--- src/rtl/mem_access_ctrl.sv ---
// Purpose: sequences M-stage loads/stores onto the data bus with alignment checks, lane steering and load extension.
// Latency: aligned access done on cycle 3 + wait cycles after the request cycle; misaligned access done on cycle 2.
// Backpressure: cpu_stall holds the pipeline while a request is pending; bus_req is held until ready, err or timeout.
module mem_access_ctrl #(
  parameter int TIMEOUT_CYCLES = 16
) (
  input  logic        clk,
  input  logic        reset_n,
  input  logic        cpu_req,
  input  logic        cpu_we,
  input  logic [31:0] cpu_addr,
  input  logic [31:0] cpu_wdata,
  input  logic [2:0]  cpu_op,
  output logic        cpu_stall,
  output logic        cpu_done,
  output logic [31:0] cpu_rdata,
  output logic        cpu_exc,
  output logic [4:0]  cpu_exc_code,
  output logic        bus_req,
  output logic        bus_we,
  output logic [31:0] bus_addr,
  output logic [3:0]  bus_be,
  output logic [31:0] bus_wdata,
  input  logic        bus_ready,
  input  logic        bus_err,
  input  logic [31:0] bus_rdata
);

  localparam int CW = $clog2(TIMEOUT_CYCLES + 1);

  typedef enum logic [1:0] {S_IDLE, S_ACCESS, S_RESP} state_t;

  state_t        state;
  logic [CW-1:0] cnt;
  logic          lat_we;
  logic [1:0]    lat_off;
  logic [2:0]    lat_op;

  logic          req_byte;
  logic          req_half;
  logic          req_misaligned;
  logic [3:0]    req_be;
  logic [31:0]   req_wdata;
  logic [7:0]    lane8;
  logic [15:0]   lane16;
  logic [31:0]   load_ext;
  logic          timeout;
  logic [4:0]    dir_code;

  // Request decode: access width, alignment, byte enables and replicated store data.
  always_comb begin
    req_byte       = (cpu_op == 3'b001) || (cpu_op == 3'b010);
    req_half       = (cpu_op == 3'b011) || (cpu_op == 3'b100);
    req_misaligned = req_half ? cpu_addr[0] :
                     (!req_byte && (cpu_addr[1:0] != 2'b00));
    req_be         = 4'b1111;
    req_wdata      = cpu_wdata;
    if (req_byte) begin
      req_be    = 4'b0001 << cpu_addr[1:0];
      req_wdata = {4{cpu_wdata[7:0]}};
    end else if (req_half) begin
      req_be    = cpu_addr[1] ? 4'b1100 : 4'b0011;
      req_wdata = {2{cpu_wdata[15:0]}};
    end
  end

  // Load lane select and extension from the latched offset and op.
  always_comb begin
    case (lat_off)
      2'd0:    lane8 = bus_rdata[7:0];
      2'd1:    lane8 = bus_rdata[15:8];
      2'd2:    lane8 = bus_rdata[23:16];
      default: lane8 = bus_rdata[31:24];
    endcase
    lane16 = lat_off[1] ? bus_rdata[31:16] : bus_rdata[15:0];
    case (lat_op)
      3'b001:  load_ext = {24'd0, lane8};
      3'b010:  load_ext = {{24{lane8[7]}}, lane8};
      3'b011:  load_ext = {16'd0, lane16};
      3'b100:  load_ext = {{16{lane16[15]}}, lane16};
      default: load_ext = bus_rdata;
    endcase
  end

  assign timeout   = (cnt == CW'(TIMEOUT_CYCLES - 1));
  assign dir_code  = lat_we ? 5'd5 : 5'd4;
  assign cpu_stall = (state == S_ACCESS) || ((state == S_IDLE) && cpu_req);

  always_ff @(posedge clk or negedge reset_n) begin
    if (!reset_n) begin
      state        <= S_IDLE;
      cnt          <= '0;
      lat_we       <= 1'b0;
      lat_off      <= 2'd0;
      lat_op       <= 3'd0;
      cpu_done     <= 1'b0;
      cpu_rdata    <= 32'd0;
      cpu_exc      <= 1'b0;
      cpu_exc_code <= 5'd0;
      bus_req      <= 1'b0;
      bus_we       <= 1'b0;
      bus_addr     <= 32'd0;
      bus_be       <= 4'd0;
      bus_wdata    <= 32'd0;
    end else begin
      cpu_done <= 1'b0;
      case (state)
        S_IDLE: begin
          if (cpu_req) begin
            if (req_misaligned) begin
              state        <= S_RESP;
              cpu_done     <= 1'b1;
              cpu_exc      <= 1'b1;
              cpu_exc_code <= cpu_we ? 5'd5 : 5'd4;
              cpu_rdata    <= 32'd0;
            end else begin
              state     <= S_ACCESS;
              cnt       <= '0;
              lat_we    <= cpu_we;
              lat_off   <= cpu_addr[1:0];
              lat_op    <= cpu_op;
              bus_req   <= 1'b1;
              bus_we    <= cpu_we;
              bus_addr  <= {cpu_addr[31:2], 2'b00};
              bus_be    <= req_be;
              bus_wdata <= req_wdata;
            end
          end
        end
        S_ACCESS: begin
          cnt <= cnt + CW'(1);
          // Error wins over a simultaneous ready; an expired wait is reported as an error.
          if (bus_err || (!bus_ready && timeout)) begin
            state        <= S_RESP;
            cpu_done     <= 1'b1;
            bus_req      <= 1'b0;
            cpu_exc      <= 1'b1;
            cpu_exc_code <= dir_code;
            cpu_rdata    <= 32'd0;
          end else if (bus_ready) begin
            state        <= S_RESP;
            cpu_done     <= 1'b1;
            bus_req      <= 1'b0;
            cpu_exc      <= 1'b0;
            cpu_exc_code <= 5'd0;
            cpu_rdata    <= lat_we ? 32'd0 : load_ext;
          end
        end
        default: begin
          state <= S_IDLE;
        end
      endcase
    end
  end

endmodule

--- config.mk ---
export PLATFORM = sky130hd
export DESIGN_NAME = mem_access_ctrl
export DESIGN_NICKNAME = d
export VERILOG_FILES = /design/src/rtl/mem_access_ctrl.sv
export SDC_FILE = /design/constraint.sdc
export NUM_CORES = 1
export LEC_CHECK = 0
export BUFFER_PORTS_ARGS = -buffer_cell sky130_fd_sc_hd__buf_2
export CAP_MARGIN = 20
export CORE_MARGIN = 5
export CORE_UTILIZATION = 40
export CTS_BUF_LIST = sky130_fd_sc_hd__clkbuf_4
export DETAILED_ROUTE_END_ITERATION = 12
export PLACE_DENSITY = 0.79
export SLEW_MARGIN = 0
export SYNTH_ARGS = -nofsm -noshare
export SYNTH_HDL_FRONTEND = slang
export SYNTH_SLANG_ARGS = --single-unit
--- constraint.sdc ---
create_clock -name clk -period 2.6 [get_ports clk]
set_input_delay 0.13 -clock clk [delete_from_list [all_inputs] [get_ports clk]]
set_output_delay 0.13 -clock clk [all_outputs]
set_load 0.1 [all_outputs]
==> impl_metrics.toml, run 1 <==
[setup_path]
cpMostUsedCell = "dlygate4sd3_1"
cp-end-kind = "flip-flop"
ff2ff_setup_slack_ps = 170
timing.rr.end = "bus_wdata[11]$_DFFE_PN0P_"
worstSetupStartpoint = "cpu_op[1]"
crit_arrival_ps = 3010
crit_chain = "dlygate4sd3_1 -> buf_2 -> or3b_1 -> a21o_1 -> a21oi_4 -> buf_12 -> nor2_1 -> a31oi_1 -> dlygate4sd3_1"
cp_data_required_time_ps = 3080
r2r_cells = 7
startpoint_type = "primary input"
worstSetupPathType = "primary input to flip-flop"
cp_max_fo = 75
cpPeakStageDelay_ps = 580
rr_startpoint = "state[0]$_DFFE_PN0P_"
slowest_stage = "dlygate4sd3_1"

[drt]
viasPerCell = 5.40
dr.pass1.iters = 5
wirelength_um = 19600
vias = 5825
drt_iter0_markers = 595
detail-route-antenna-nets = 0
drc = 0
post_drt_wl_per_cell_um = 18.2

[power_and_ir_drop]
power_density_nw_per_um2 = 1310
ir_drop_mv = 1.25
leakage_nw = 3.92

[timing]
period_minus_slack_ps = 2530
worstMarginPinSlew_ps = 743
slew_violations = 0
finalHoldViolCount = 0
holdWs_ps = 31.9
fin_skew_ps = 16.4
max_freq_mhz = 396
slew_headroom_pct = 50.3
setup_viol = 0
rsz0062_at_grt = "false"
fin_crit_sh_pct = 97.2
fin_setup_tns_ps = 0

[synthesis]
syn-instance-count = 575
synth.avg_cell_area_sq_um = 10.0
synth.cell_area_sq_um = 5780
synth_flop_cell = "dfrtp_1"
synth-async-reset-ratio_pct = 100
yosysSeqAreaShare_pct = 49.8
synth.distinct_cells = 53
synth_edf_count = 0
ys_ff_latch = 115
ys_warn_count = 0

[final_layout]
final_common_cell = "buf_2"
instances_no_fill = 1079
mostFrequentLayoutCells = "208 x buf_2, 115 x dfrtp_1, 103 x dlygate4sd3_1, 65 x nand2_1, 61 x nor2_1"
final_util_pct = 58.0
final_net_count = 988
area_growth_pct = 44.3
final_layout_size_suffix_gt1_share_pct = 35.1

[placed_design]
dp_cells = 943
dp_hpwl_um = 12700
io_buffers = 209
place_congestion = 0.914

[die]
core_sq_um = 14400
die_w_um = 130
num_rows = 44
die_y_um = 130
start_util_pct = 40.2
io_pins = 215
dieArea_sq_um = 16900

[clocking]
cts_buffers = 17
clkSinkCount = 115
cts_root_buf = "clkbuf_4"
cts_resized = 0
postCtsSetupBuffers = 0
htreeDepth = 4
cts_tree = "done"
clock_path_buffers = 2
worstSkewPairLatency_ps = 550
clkTransAtPathRegs_ps = 100
hold_buffers = 103

[grt]
grtUsageTotal_pct = 23.0
grt_max_degree = 76
antenna_found_initial = 0
grt_pass1_wl_um = 30400
grt_overflow = 0
grt_pass1_vias = 5828

[min_path]
worst_hold_path.endpoint = "cpu_rdata[10]$_DFFE_PN0P_"
hp-start = "bus_rdata[10]"
holdPathStages = 3
hold_path.class = "primary input to flip-flop"

[job]
drv_cap = 0

[run_status]
outcome = "complete, no violations"
[logic make-up after synthesis]
logic type	synth area share, %
compound gates	17.5
xor+xnor	0.607
fa+ha+maj	0.433
buf+inv	4.90
flops	49.8
mux	14.9
other cells	0.0649
simple gates	11.9
[state kept, by name, summed over array words and instances, names as in the netlist]
name          cells
bus_addr         30
bus_be            4
bus_req           1
bus_wdata        32
cnt               5
cpu_done          1
cpu_exc_code      2
cpu_rdata        32
lat_off           2
lat_op            3
lat_we            1
state             2
[layer usage]
| metal | vias to the layer above | wire length, um | GRT usage (%) |
|---|---|---|---|
| met5 | - | 0 | 0 |
| met2 | 348 | 9470 | 36.7 |
| li1 | 2672 | - | - |
| met1 | 2761 | 7540 | 29.2 |
| met4 | 0 | 492 | 9.47 |
| met3 | 44 | 2100 | 6.84 |
[per-stage QoR]
step | setup slack, ps | instance area (sq um) | total power, W
after floorplan | 459 | 5790 | 0.00798
after global placement | 423 | 6980 | 0.00905
after detailed placement | 314 | 6980 | 0.00914
after CTS | 217 | 8330 | 0.0108
after global routing | 23.0 | 8330 | 0.0113
final | 73.1 | 8340 | 0.0109
[critical path, delay by kind of cell]
family                 cells  cell delay (ps)
buffers and inverters      4             1630
AO/OA/AOI/OAI              3              700
AND/OR/NAND/NOR            2              520
[worst max-delay path by stage]
| stage | to | slack, ps | cells past startpoint |
|---|---|---|---|
| floorplan | cpu_rdata[22]$_DFFE_PN0P_ | 460 | 5 |
| global placement | cpu_rdata[17]$_DFFE_PN0P_ | 420 | 4 |
| detailed placement | cpu_rdata[31]$_DFFE_PN0P_ | 310 | 4 |
| CTS | bus_wdata[10]$_DFFE_PN0P_ | 220 | 9 |
| global route | bus_wdata[9]$_DFFE_PN0P_ | 20 | 9 |
| finish | bus_wdata[11]$_DFFE_PN0P_ | 70 | 9 |
[final cells by class]
type | instances | area (sq um)
timing repair buffer | 328 | 2240
antenna | 1 | 2.50
clock inverter | 14 | 186
tap | 184 | 230
clock buffer | 18 | 135
multi-input combinational | 409 | 2630
fill | 1152 | 6030
inverter | 10 | 37.5
sequential | 115 | 2880
[power by group]
group / switching, W / internal, W / total, W
Combinational: 0.00525 / 0.00137 / 0.00663
Sequential: 0.000407 / 0.00234 / 0.00275
Clock: 0.000746 / 0.000766 / 0.00151
Total: 0.00641 / 0.00448 / 0.0109
[synth_stat cells (all sizes together) (3+ instances only)]
cell type,n,area (sq um)
o211ai,3,22.5
buf,28,181
xnor2,3,26.3
inv,10,37.5
nand3,3,15.0
a21o,3,22.5
clkbuf,17,63.8
a221oi,8,70.1
o22ai,9,56.3
o221ai,7,61.3
a21oi,36,191
nor3,14,75.1
nand2,65,244
o21ai,52,260
nor2,62,235
o2bb2ai,3,26.3
a22oi,9,67.6
mux2,52,586
a31oi,11,83.8
o31ai,7,52.6
dfrtp,115,2880
mux2i,25,250
nor2b,3,18.8
No activity file was read; power rests on OpenSTA's default activity.
==> run 2, diff against run 1 <==
--- a/config.mk
+++ b/config.mk
@@ -9,7 +9,6 @@
 export CAP_MARGIN = 20
 export CORE_MARGIN = 5
 export CORE_UTILIZATION = 40
-export CTS_BUF_LIST = sky130_fd_sc_hd__clkbuf_4
 export DETAILED_ROUTE_END_ITERATION = 12
 export PLACE_DENSITY = 0.79
 export SLEW_MARGIN = 0
==> run 2 against run 1 <==
Against the previous run:
- die area unchanged
- final area decreased by 3.0%
- setup slack gained 190 ps
- critical path depth down 4
- worst hold slack got worse by 14 ps
- final cell count down 5.4%
- clock skew shrank 1.8 ps
- non-clock buffer count is 57 lower
- count of clock-buffer cells in the layout grew 3
- combinational power shrank 2%
- first-iteration DRC count fell by 11%
- critical path type is now flip-flop to flip-flop
- critical endpoint is now cpu_rdata[2]$_DFFE_PN0P_
- largest cell class unchanged
- highest routed layer unchanged
==> impl_metrics.toml, run 2 (synthesis results as in run 1) <==
[setup_path]
rr_startpoint = "state[1]$_DFFE_PN0P_"
timing.rr.end = "cpu_rdata[2]$_DFFE_PN0P_"
crit_arrival_ps = 2650
worstSetupStartpoint = "state[1]$_DFFE_PN0P_"
cp_data_required_time_ps = 2920
r2r_cells = 5
startpoint_type = "flip-flop"
worstSetupPathType = "flip-flop to flip-flop"
cp_max_fo = 10
cp-endpoint = "cpu_rdata[2]$_DFFE_PN0P_"
cp-end-kind = "flip-flop"
ff2ff_setup_slack_ps = 270

[power_and_ir_drop]
combPwrFrac_pct = 55.1
power_density_nw_per_um2 = 1460
swShare_pct = 55.0
seqPwrFrac_pct = 23.3
pwr-share-clk_pct = 21.6
internal_power_w = 0.00530
switching_power_w = 0.00648
leakage_nw = 3.83
ir_drop_mv = 1.17

[clocking]
cts_tree = "done"
cts_root_buf = "clkbuf_16"
postCtsSetupBuffers = 0
clock_path_buffers = 2
htreeDepth = 4
clkTransAtPathRegs_ps = 50
clkSinkCount = 115
worstSkewPairLatency_ps = 420
cts_buffers = 17

[grt]
grt_max_degree = 76
grt_pass1_vias = 5574
grt_pass1_wl_um = 29500
antenna_found_initial = 0
grt_overflow = 0
grtUsageTotal_pct = 22.3

[placed_design]
io_buffers = 209
place_congestion = 0.914
dp_hpwl_um = 12700
postPlaceCellArea_sq_um = 6980
dp_cells = 943

[die]
die_w_um = 130
start_util_pct = 40.2
io_pins = 215
num_rows = 44
core_sq_um = 14400
die_y_um = 130
dieArea_sq_um = 16900

[run_status]
outcome = "complete, no violations"

[final_layout]
final_common_cell = "buf_2"
insertedDiodeCount = 0
largest_registers = "bus_wdata x32, cpu_rdata x32, bus_addr x30"
mostFrequentLayoutCells = "208 x buf_2, 115 x dfrtp_1, 65 x nand2_1, 61 x nor2_1, 52 x mux2_2"
final_net_count = 931
final_layout_size_suffix_gt1_share_pct = 37.8
final_area_sq_um = 8090
instances_no_fill = 1021
area_growth_pct = 40.0

[timing]
fin_crit_sh_pct = 89.7
period_minus_slack_ps = 2330
fin_skew_ps = 14.6
fin_setup_tns_ps = 0
worstMarginPinSlew_ps = 735
max_freq_mhz = 429
setup_viol = 0
rsz0062_at_grt = "false"
slew_headroom_pct = 50.8
slew_violations = 0
finalHoldViolCount = 0

[drt]
drt_iter0_markers = 531
detail-route-antenna-nets = 0
post_drt_wl_per_cell_um = 18.3
wirelength_um = 18700
dr.pass1.iters = 5
drc = 0
viasPerCell = 5.42
vias = 5533

[job]
drv_cap = 0

[min_path]
hold_path.class = "primary input to flip-flop"
hp-start = "cpu_wdata[1]"
holdPathStages = 2
run 2: cell types whose count changed in the layout (fill, tap and decap cells not counted), moves of 3 or more:
cell / before / now
clkbuf_8: 0 / 3
clkbuf_4: 18 / 0
clkinv_1: 3 / 0
dlygate4sd3_1: 103 / 46
clkbuf_16: 0 / 17
run 2: power by group through the flow:
stage	Sequential (W)	Clock, W	Combinational (W)
after floorplan	0.00635	0	0.00162
after global placement	0.00271	0	0.00634
after detailed placement	0.00274	0	0.00640
after CTS	0.00273	0.00257	0.00647
after global routing	0.00283	0.00267	0.00677
final	0.00275	0.00254	0.00649
run 2: worst min path at each step:
stage,endpoint
3_3_place_gp,cpu_rdata[12]$_DFFE_PN0P_
5_1_grt,bus_wdata[1]$_DFFE_PN0P_
4_1_cts,bus_wdata[22]$_DFFE_PN0P_
3_5_place_dp,cpu_done$_DFF_PN0_
2_1_floorplan,bus_addr[10]$_DFFE_PN0P_
6_report,bus_wdata[1]$_DFFE_PN0P_
run 2: what timing repair did:
action                    CTS  global route
hold endpoints to repair   88             0
hold buffers               46             0
gates resized for setup     0             0
run 2: layer usage:
| layer | part of all wire (%) | vias to the layer above | global-route usage [%] |
|---|---|---|---|
| li1 | - | 2552 | - |
| met1 | 39 | 2642 | 28.0 |
| met2 | 48 | 301 | 36.0 |
| met3 | 11 | 38 | 7.70 |
| met4 | 2.2 | 0 | 7.64 |
| met5 | 0 | - | 0 |
run 2: per-stage QoR:
step | setup slack [ps] | power (W) | utilization (%) | hold WS [ps]
floorplan | 459 | 0.00798 | - | -166
global placement | 423 | 0.00905 | 48.6 | 176
detailed placement | 314 | 0.00914 | 48.6 | 182
CTS | 292 | 0.0118 | 56.3 | 2.29
global route | 98.0 | 0.0123 | 56.3 | 17.3
finish | 267 | 0.0118 | 56.3 | 17.7
run 2: worst max-delay path, stage by stage, from the launching register on:
cell and delay [ps]:
dfrtp_1 440, nand2b_1 240, or4_1 620, nor3_2 490, o21ai_0 230, o221ai_1 220
run 2: area by class of cell:
type / instances / area (sq um)
sequential: 115 / 2880
fill: 1188 / 6280
inverter: 10 / 37.5
tap: 184 / 230
clock buffer: 21 / 470
clock inverter: 11 / 175
timing repair buffer: 271 / 1670
multi-input combinational: 409 / 2630
==> run 3, diff against run 2 <==
--- a/config.mk
+++ b/config.mk
@@ -5,10 +5,12 @@
 export SDC_FILE = /design/constraint.sdc
 export NUM_CORES = 1
 export LEC_CHECK = 0
+export ABC_AREA = 1
 export BUFFER_PORTS_ARGS = -buffer_cell sky130_fd_sc_hd__buf_2
 export CAP_MARGIN = 20
 export CORE_MARGIN = 5
 export CORE_UTILIZATION = 40
+export CTS_CLUSTER_SIZE = 25
 export DETAILED_ROUTE_END_ITERATION = 12
 export PLACE_DENSITY = 0.79
 export SLEW_MARGIN = 0
==> run 3 against run 2 <==
Against the previous run:
- setup slack improved by 240 ps
- worst hold slack gained 11 ps
- global-route usage decreased by 0.87 points
- wire length shrank 1.2%
- utilization is 0.76 points lower
- area after synthesis is 3.3% higher
- synthesized cell count rose by 41%
==> impl_metrics.toml, run 3 <==
[timing]
fin_setup_tns_ps = 0
finalHoldViolCount = 0
max_freq_mhz = 477
period_minus_slack_ps = 2090
setup_viol = 0
worstMarginPinSlew_ps = 754
fin_crit_sh_pct = 80.6
rsz0062_at_grt = "false"
slew_violations = 0
fin_skew_ps = 8.56
finalWorstSetupSlack_ps = 505
slew_headroom_pct = 49.7

[final_layout]
final_net_count = 1159
final_layout_size_suffix_gt1_share_pct = 26.0
area_growth_pct = 35.8
instances_no_fill = 1249
insertedDiodeCount = 0
largest_registers = "bus_wdata x32, cpu_rdata x32, bus_addr x30"
final_common_cell = "nand2_1"
nFillCells = 1336
mostFrequentLayoutCells = "389 x nand2_1, 208 x buf_2, 115 x dfrtp_1, 75 x nand3_1, 47 x o21ai_0"

[drt]
dr.pass1.iters = 5
wirelength_um = 18500
drt_iter0_markers = 502
viasPerCell = 4.99
vias = 6230
drc = 0
detail-route-antenna-nets = 0
post_drt_wl_per_cell_um = 14.8

[grt]
grt_pass1_vias = 6044
grt_overflow = 0
grt_max_degree = 77
grt_pass1_wl_um = 30500
grtUsageTotal_pct = 21.4
antenna_found_initial = 1

[setup_path]
rr_startpoint = "lat_op[2]$_DFFE_PN0P_"
crit_arrival_ps = 2390
cp_max_fo = 25
cp_data_required_time_ps = 2900
worstSetupPathType = "flip-flop to flip-flop"
cp-end-kind = "flip-flop"
r2r_cells = 8
timing.rr.end = "cpu_rdata[16]$_DFFE_PN0P_"
ff2ff_setup_slack_ps = 510
startpoint_type = "flip-flop"

[clocking]
cts_root_buf = "clkbuf_16"
cts_buffers = 17
htreeDepth = 4
clock_path_buffers = 2
worstSkewPairLatency_ps = 410
clkTransAtPathRegs_ps = 60
clkSinkCount = 115
postCtsSetupBuffers = 0
cts_tree = "done"

[job]
drv_cap = 0

[synthesis]
synthTopCellsByArea = "dfrtp_1 48%, nand2_1 24%, nand3_1 6.3%"
yosysMostFrequentCell = "nand2_1"
synth_edf_count = 0
synth.avg_cell_area_sq_um = 7.38
yosysTopAreaCell = "dfrtp_1"
yosys-top-cells-count = "389 x nand2_1, 115 x dfrtp_1, 75 x nand3_1"
synth.distinct_cells = 26
synth.cell_area_sq_um = 5960
yosysSeqAreaShare_pct = 48.2
synth_top_area_share_pct = 48.2
synth-async-reset-ratio_pct = 100
synth_flop_cell = "dfrtp_1"
ys_warn_count = 0
syn-instance-count = 808
ys_ff_latch = 115

[placed_design]
pre_cts_ws_ps = 543
dp_hpwl_um = 12700
io_buffers = 209
place_congestion = 0.907
dp_cells = 1174

[die]
io_pins = 215
core_sq_um = 14600
start_util_pct = 40.9
die_y_um = 132
die_w_um = 132
num_rows = 44
dieArea_sq_um = 17500

[min_path]
holdPathStages = 5
worst_hold_path.endpoint = "bus_wdata[13]$_DFFE_PN0P_"
hold_path.class = "primary input to flip-flop"
hp-start = "cpu_wdata[13]"

[run_status]
outcome = "complete, no violations"
-- run 3: worst max-delay path, cell delays in order (launching register included) --
cell and delay (ps):
dfrtp_1 390, inv_2 90, nand3_2 190, nand2_4 220, nor2_8 110, inv_2 310, nand3_2 380, nand3_1 210
nand2_1 70
-- run 3: cell type report --
type,instances,area [sq um],area share (%)
Sequential cell,115,2880,35.5
Multi-Input combinational cell,607,2670,32.9
Timing Repair Buffer,264,1580,19.5
Clock buffer,19,443,5.47
Tap cell,184,230,2.84
Inverter,47,176,2.18
Clock inverter,13,128,1.58
-- run 3: per-stage QoR --
step / util, % / area (sq um) / hold slack (ps)
5_1_grt: 55.5 / 8100 / 48.4
3_3_place_gp: 48.7 / 7100 / 150
6_report: 55.5 / 8100 / 28.7
4_1_cts: 55.5 / 8100 / 10.5
2_1_floorplan: - / 5980 / -166
3_5_place_dp: 48.7 / 7100 / 153
-- run 3: logic make-up (layout without fill, tap and decap cells) --
kind of cell             after synthesis  in the layout  share of synthesized area [%]
AO/OA/AOI/OAI                         80             80                           7.49
adder cells (fa/ha/maj)                2              2                          0.419
buffers and inverters                 90            343                           7.32
flip-flops                           115            115                           48.2
other                                  1              5                         0.0629
AND/OR/NAND/NOR                      520            520                           36.5
-- run 3: worst max path at each step --
stage	start	to	slack, ps	depth (start not counted)
after floorplan	cnt[0]$_DFFE_PN0P_	cpu_rdata[0]$_DFFE_PN0P_	810	13
after global placement	lat_op[2]$_DFFE_PN0P_	cpu_rdata[25]$_DFFE_PN0P_	630	8
after detailed placement	lat_op[2]$_DFFE_PN0P_	cpu_rdata[24]$_DFFE_PN0P_	540	8
after CTS	lat_op[2]$_DFFE_PN0P_	cpu_rdata[16]$_DFFE_PN0P_	520	8
after global routing	lat_op[2]$_DFFE_PN0P_	cpu_rdata[25]$_DFFE_PN0P_	310	8
final	lat_op[2]$_DFFE_PN0P_	cpu_rdata[16]$_DFFE_PN0P_	510	8
-- run 3: timing repair --
action	4_1_cts	5_1_grt
hold endpoints to repair	83	0
gates resized for setup	0	0
hold buffers	43	0
-- run 3: layer usage --
layer | part of all wire, % | track usage [%] | wire (um)
met5 | 0.070 | 0 | 13
met4 | 2.7 | 7.77 | 499
met3 | 11 | 8.40 | 2040
met2 | 45 | 33.2 | 8300
met1 | 41 | 27.3 | 7630
Power of run 3 is not shown: default switching activity piles up to over one toggle a cycle in this logic, so the estimate is an artifact.
